`config.mk`:
```
export PLATFORM = sky130hd
export DESIGN_NAME = mem_port_arbiter
export DESIGN_NICKNAME = d
export VERILOG_FILES = /design/src/rtl/mem_port_arbiter.sv
export SDC_FILE = /design/constraint.sdc
export NUM_CORES = 1
export LEC_CHECK = 0
export BUFFER_PORTS_ARGS = -buffer_cell sky130_fd_sc_hd__buf_4
export CAP_MARGIN = 20
export CORE_UTILIZATION = 49
export CTS_BUF_LIST = sky130_fd_sc_hd__clkbuf_2
export DETAILED_ROUTE_END_ITERATION = 6
export PLACE_DENSITY_LB_ADDON = 0.3
export REMOVE_ABC_BUFFERS = 1
export SYNTH_ARGS = -nofsm -noshare
export SYNTH_HDL_FRONTEND = slang
export SYNTH_SLANG_ARGS = --single-unit
```
`constraint.sdc`:
```
create_clock -name clk -period 1.7 [get_ports clk]
set_input_delay 0.17 -clock clk [delete_from_list [all_inputs] [get_ports clk]]
set_output_delay 0.17 -clock clk [all_outputs]
set_load 0.005 [all_outputs]
```
`src/rtl/mem_port_arbiter.sv`:
```
// mem_port_arbiter
//   Shares one single-ported memory between instruction fetch and load/store.
//   One access at a time: IDLE picks a winner and registers its request onto
//   the m_* port, BUSY waits for m_ready (or times out), and RESP pulses the
//   owner's ack for one cycle.
//
// Ports
//   clk, rst                      clock, synchronous active-high reset
//   if_req/if_addr                fetch request (held until if_ack)
//   if_rdata/if_ack               fetch data (held until the next fetch) / done pulse
//   d_req/d_we/d_be/d_addr/d_wdata data request (held until d_ack)
//   d_rdata/d_ack                 load data (held until the next load) / done pulse
//   m_req/m_we/m_be/m_addr/m_wdata registered memory request
//   m_rdata/m_ready               memory read data / access complete this cycle
//   err                           pulses with the ack of an access that timed out
module mem_port_arbiter #(
  parameter int AW         = 10,
  parameter int STARVE_MAX = 3,
  parameter int TIMEOUT    = 15
) (
  input  logic          clk,
  input  logic          rst,
  input  logic          if_req,
  input  logic [AW-1:0] if_addr,
  output logic [31:0]   if_rdata,
  output logic          if_ack,
  input  logic          d_req,
  input  logic          d_we,
  input  logic [3:0]    d_be,
  input  logic [AW-1:0] d_addr,
  input  logic [31:0]   d_wdata,
  output logic [31:0]   d_rdata,
  output logic          d_ack,
  output logic          m_req,
  output logic          m_we,
  output logic [3:0]    m_be,
  output logic [AW-1:0] m_addr,
  output logic [31:0]   m_wdata,
  input  logic [31:0]   m_rdata,
  input  logic          m_ready,
  output logic          err
);

  localparam logic [1:0] S_IDLE = 2'd0;
  localparam logic [1:0] S_BUSY = 2'd1;
  localparam logic [1:0] S_RESP = 2'd2;

  localparam int WCW = (TIMEOUT > 1) ? $clog2(TIMEOUT) : 1;
  localparam int SCW = (STARVE_MAX > 0) ? $clog2(STARVE_MAX + 1) : 1;
  localparam logic [WCW-1:0] WAIT_LAST  = WCW'(TIMEOUT - 1);
  localparam logic [SCW-1:0] STARVE_TOP = SCW'(STARVE_MAX);

  typedef struct packed {
    logic          we;
    logic [3:0]    be;
    logic [AW-1:0] addr;
    logic [31:0]   wdata;
  } mreq_t;

  logic [1:0]     state;
  logic           owner_d;     // 1: current access belongs to the data port
  logic           err_pend;    // access ended by timeout, report with the ack
  logic [WCW-1:0] wait_cnt;
  logic [SCW-1:0] starve_cnt;
  mreq_t          acc;         // request fields driven onto the memory port
  mreq_t          acc_sel;
  logic           grant_d;

  // Data wins contention until fetch has been passed over STARVE_MAX times.
  always_comb begin
    grant_d = d_req && (!if_req || (starve_cnt != STARVE_TOP));
    acc_sel = '0;
    if (grant_d) begin
      acc_sel.we    = d_we;
      acc_sel.be    = d_be;
      acc_sel.addr  = d_addr;
      acc_sel.wdata = d_wdata;
    end else begin
      acc_sel.we    = 1'b0;
      acc_sel.be    = 4'hF;
      acc_sel.addr  = if_addr;
      acc_sel.wdata = '0;
    end
  end

  always_ff @(posedge clk) begin
    if (rst) begin
      state      <= S_IDLE;
      owner_d    <= 1'b0;
      err_pend   <= 1'b0;
      wait_cnt   <= '0;
      starve_cnt <= '0;
      acc        <= '0;
      m_req      <= 1'b0;
      if_rdata   <= '0;
      d_rdata    <= '0;
    end else begin
      case (state)
        S_IDLE: begin
          if (if_req || d_req) begin
            acc      <= acc_sel;
            m_req    <= 1'b1;
            owner_d  <= grant_d;
            wait_cnt <= '0;
            err_pend <= 1'b0;
            state    <= S_BUSY;
            if (!grant_d)
              starve_cnt <= '0;
            else if (if_req && (starve_cnt != STARVE_TOP))
              starve_cnt <= starve_cnt + 1'b1;
          end
        end
        S_BUSY: begin
          if (m_ready) begin
            m_req <= 1'b0;
            state <= S_RESP;
            // Fetches are always reads; a store leaves d_rdata alone.
            if (!acc.we) begin
              if (owner_d) d_rdata  <= m_rdata;
              else         if_rdata <= m_rdata;
            end
          end else if (wait_cnt == WAIT_LAST) begin
            m_req    <= 1'b0;
            err_pend <= 1'b1;
            state    <= S_RESP;
          end else begin
            wait_cnt <= wait_cnt + 1'b1;
          end
        end
        S_RESP: begin
          // Requests are not looked at here; the next grant happens in IDLE.
          err_pend <= 1'b0;
          state    <= S_IDLE;
        end
        default: state <= S_IDLE;
      endcase
    end
  end

  assign m_we    = acc.we;
  assign m_be    = acc.be;
  assign m_addr  = acc.addr;
  assign m_wdata = acc.wdata;

  assign if_ack = (state == S_RESP) && !owner_d;
  assign d_ack  = (state == S_RESP) &&  owner_d;
  assign err    = (state == S_RESP) &&  err_pend;

endmodule

```
* Yosys cells after proc, flatten, opt, wreduce, memory -nomap -nowiden *
Cells that the tools add are included.

operators by class
  add/subtract/negate cells = 2
  equality and inequality tests = 10
  multiplexer cells = 19
  bitwise operators = 2
  reduce and logical (&&, ||, !) cells = 20

operator list
  operator                                                count
  2-to-1 mux 47 bit                                       1
  AND reduction 4 bit                                     4
  2-to-1 mux 4 bit                                        3
  2-to-1 mux 2 bit                                        5
  inequality test 2 bit (second input constant)           5
  case mux 4 bit (2 select lines)                         1
  2-to-1 mux 1 bit                                        6
  AND reduction 3 bit                                     2
  logical AND 1 bit                                       5
  adder 4 x 1 -> 4 bit (second input constant)            1
  equality test 4 bit (second input constant)             1
  case mux 2 bit (2 select lines)                         1
  AND reduction 2 bit                                     2
  inequality test 3 bit (second input constant)           1
  case mux 1 bit (3 select lines)                         1
  nonzero test 3 bit                                      1
  adder 2 x 1 -> 2 bit (second input constant)            1
  equality test 2 x 1 -> 1 bit (second input constant)    1
  equality test 2 bit (second input constant)             1
  zero test 1 bit                                         2
  zero test 2 bit                                         1
  logical OR 1 bit                                        2
  inequality test 2 x 1 -> 1 bit (second input constant)  1
  NOT 1 bit                                               2
  other kinds (2)                                         2

word-level totals
  register bits after elaboration = 122
  bits of input ports = 94

* Longest topological paths before layout *
  word-level depth = 5
  gate-level depth with buffers = 5
  mapped depth without buffers = 5

* Worst setup path before layout *
No wires, ideal clock.

  kind = register to register
  from = reg state[1]
  to = reg wait_cnt[0]
  setup time = 0.087 ns
  arrival = 1.347 ns
  required time = 1.613 ns
  path slack = 0.265 ns
  cell stages (with the launch flop) = 5
  path buffers = 1
  period minus slack after synthesis = 1.435 ns
  path through = dfxtp_1 > buf_6 > or3b_4 > or4_1 > o31ai_1

on the way
  longest elaborated chain between the ends = 3

RTL lines
  item                                                                                 line  text
  from (decl)                                                                          60    logic [1:0] state;
  from (signal assigned)                                                               88    state <= S_IDLE;
  from (signal assigned)                                                               106   state <= S_BUSY;
  from (signal assigned)                                                               116   state <= S_RESP;
  equality test 2 x 1 -> 1 bit / zero test 2 bit (equally long branches)               98    case (state)
  inequality test 2 bit (no source line) / nonzero test 2 bit (equally long branches)  -
  AND reduction 4 bit (no source line)                                                 -
  to (signal assigned)                                                                 127   wait_cnt <= wait_cnt + 1'b1;
  to (decl)                                                                            63    logic [WCW-1:0] wait_cnt;

Several ways; a longest one is shown, not always the timed one.
A chain may end at the register's enable or synchronous reset.

* Worst setup path after layout *
  from = reg owner_d
  to = out if_ack

on the way
  longest elaborated chain between the ends = 2

RTL lines
  item                    line  text
  from (decl)             61    logic owner_d;
  from (signal assigned)  103   owner_d <= grant_d;
  zero test 1 bit         145   assign if_ack = (state == S_RESP) && !owner_d;
  logical AND 1 bit       145
  to (decl)               26    output logic if_ack,

Every way passes these cells.

==> results.yml <==
power:
  p_total_mw: 6.00
  leakage_nw: 3.17
  ir_drop_mv: 0.598
  powerDensity_nw_per_um2: 781
clock_network:
  cts_tree: "done"
  clock-sinks: 122
  clk_pin_slew_ns: 0.21
  cts-root-buf: "clkbuf_2"
  clock_latency_ns: 0.65
  numCtsBuffers: 17
  clockBufferDepth: 2
  cts-htree-levels: 4
logic_synthesis:
  synthTopCellsByArea: "dfxtp_1 (51%), a21oi_1 (12%), o21ai_0 (10%)"
  synth_top_area_cell: "dfxtp_1"
  async_reset_ff_share_pct: 0
  synth_warnings: 0
  yosysTopAreaCellShare_pct: 50.7
  synth_cell_types: 39
  syn_area_um2: 4820
  yosysSeqAreaShare_pct: 50.7
  syn_inst: 577
  synth_ff_type: "dfxtp_1"
  synth_area_per_cell_um2: 8.35
  synth_most_common_cell: "dfxtp_1"
  synth_seq_cells: 122
  synthTopCellsByCount: "dfxtp_1 (122), a21oi_1 (113), o21ai_0 (101)"
  synth_edf_count: 0
grt:
  antenna_found_initial: 0
  grt_max_degree: 96
  grtUsageTotal_pct: 34.3
  grt_pass1_wl_um: 27600
  grt-ovfl-total: 0
  grt_pass1_vias: 5572
routing:
  drtIter0Drc: 479
  wl_per_cell_um: 18.3
  vias: 5823
  routed_wl_um: 18300
  ant_nets: 0
  drt_first_pass_iters: 5
  routed_via_density: 5.85
  post-route-drc-count: 0
cells_and_area:
  nFillCells: 565
  multi_input_area_um2: 2120
  regArea_um2: 2450
  drive_gt1_share_pct: 32.1
  utilization_pct: 82.0
  syn_to_final_growth_pct: 59.6
  num_antenna_cells: 0
  nNetsFinal: 952
setup_path:
  startpoint_type: "flip-flop"
  criticalPathCategory: "flip-flop to primary output"
  crit_fanout: 22
  r2r_cells: 5
  path_cells: "buf_12 -> nor3b_4 -> buf_4"
  crit_arrival_ns: 1.50
  reg2reg_slack_ns: 0.05
  crit_path_max_incr_delay_ns: 0.40
  worst-path-buf-inv: 2
  crit_path_top_delay_cell: "dfxtp_4"
  path_delay_family: "flip-flops"
  r2r-start: "state[0]"
  required_ns: 1.53
  end_kind: "primary output"
  worstReg2RegEnd: "m_wdata[6]"
sta:
  finalSetupViolCount: 0
  period_needed_ns: 1.67
  holdWs_ns: 0.313
  slew_headroom_pct: 72.5
  worstMarginPinSlew_ns: 0.412
  final-hold-violation-count: 0
  final_max_slew_viol_count: 0
  clock_skew_ns: 0.0408
  rsz0062_at_grt: "true"
  fmax_mhz: 598
  timing.final.crit_share_pct: 98.4
  worst_slack_ns: 0.0279
die:
  die_w_um: 101
  io_pins: 209
  rows: 35
  coreArea_um2: 9370
  start_util_pct: 51.4
  dieHeight_um: 101
  die_area_um2: 10200
placed_design:
  port_buffers: 208
  pre_cts_ws_ns: 0.139
  place_congestion: 0.785
  place_hpwl_um: 9200
status:
  status: "completed"
job:
  maxCapViolations: 0
min_path:
  hold-path-cell-count: 4
  min_from: "d_wdata[8]"
  hold_class: "input port to flip-flop"
  hold_end: "m_wdata[8]"
[cells by family (layout without fill, tap and decap cells)]
logic type | after synthesis | in the layout | synth area share, %
adders and majority gates | 3 | 3 | 0.779
DFF | 122 | 122 | 50.7
and+or+nand+nor | 147 | 147 | 15.7
buffers and inverters | 66 | 356 | 5.92
AOI/OAI and AO/OA | 239 | 239 | 26.9
[cells in the final DEF (no fill, tap or decap), types with 2 or more instances in the layout]
cell type and n:
a21oi_1 113, a311oi_1 11, a31oi_1 2, and2_1 2, buf_12 5, buf_4 218
buf_6 4, clkbuf_2 18, clkinv_1 2, clkinv_2 4, clkinvlp_4 5, dfxtp_1 118
dfxtp_2 2, dfxtp_4 2, dlygate4sd3_1 93, ha_1 3, inv_1 3, nand2_1 25
nand3_1 97, nor3_1 3, o21ai_0 101, o221a_2 4, or2_2 2, or3_1 2
or4_1 2
[power breakdown]
group          leakage (nW)  switching, mW  internal [mW]
sequential            0.996         0.0895           3.00
clock                 0.113           1.12          0.503
combinational          2.06          0.638          0.651
[final cells by class]
class | count | area share, %
Inverter | 4 | 0.228
Sequential cell | 122 | 31.9
Clock inverter | 13 | 1.35
Tap cell | 129 | 2.10
Multi-Input combinational cell | 389 | 27.6
Timing Repair Buffer | 321 | 35.6
Clock buffer | 18 | 1.17
[per-layer routing]
layer | routed length (µm) | GRT usage [%] | vias up
met5 | 0 | 0 | -
met4 | 465 | 14.0 | 0
met3 | 1790 | 9.80 | 48
met2 | 9050 | 58.1 | 382
met1 | 6950 | 40.8 | 2746
li1 | - | - | 2647
[per-stage QoR]
step / area, µm² / instances / TNS, ns
6_report: 7690 / 996 / 0
3_3_place_gp: 6460 / 868 / 0
4_1_cts: 7610 / 992 / 0
5_1_grt: 7690 / 996 / -0.117
3_5_place_dp: 6460 / 868 / 0
2_1_floorplan: 4550 / 515 / -47.38
[state kept, by name, indices dropped and copies added, names as in the netlist]
register	flops
owner_d	1
d_rdata	32
wait_cnt	4
state	2
m_we	1
m_addr	10
m_req	1
starve_cnt	2
if_rdata	32
m_wdata	32
m_be	4
err_pend	1
[how the worst max path moves through the flow]
stage	from	end	slack (ns)	cells past startpoint
6_report	owner_d	if_ack	0.03	3
2_1_floorplan	owner_d	d_ack	-0.67	2
3_3_place_gp	wait_cnt[0]	wait_cnt[1]	0.24	5
5_1_grt	owner_d	if_ack	-0.06	3
4_1_cts	owner_d	if_ack	0.01	3
3_5_place_dp	state[1]	if_rdata[18]	0.14	5
[repair_timing]
action | in CTS | in global routing
gates resized for setup | 8 | 8
cloned | 0 | 1
setup buffers | 0 | 3
hold buffers | 93 | 0
endpoints found under the hold margin | 121 | 0
pin swaps | 0 | 0
endpoints found under the setup margin | 3 | 13
[tightest hold or removal path, stage by stage]
cell	delay, ns
dlygate4sd3_1	0.54
buf_4	0.13
nand3_1	0.06
a21oi_1	0.06
Power figures use the tool's default switching activity.
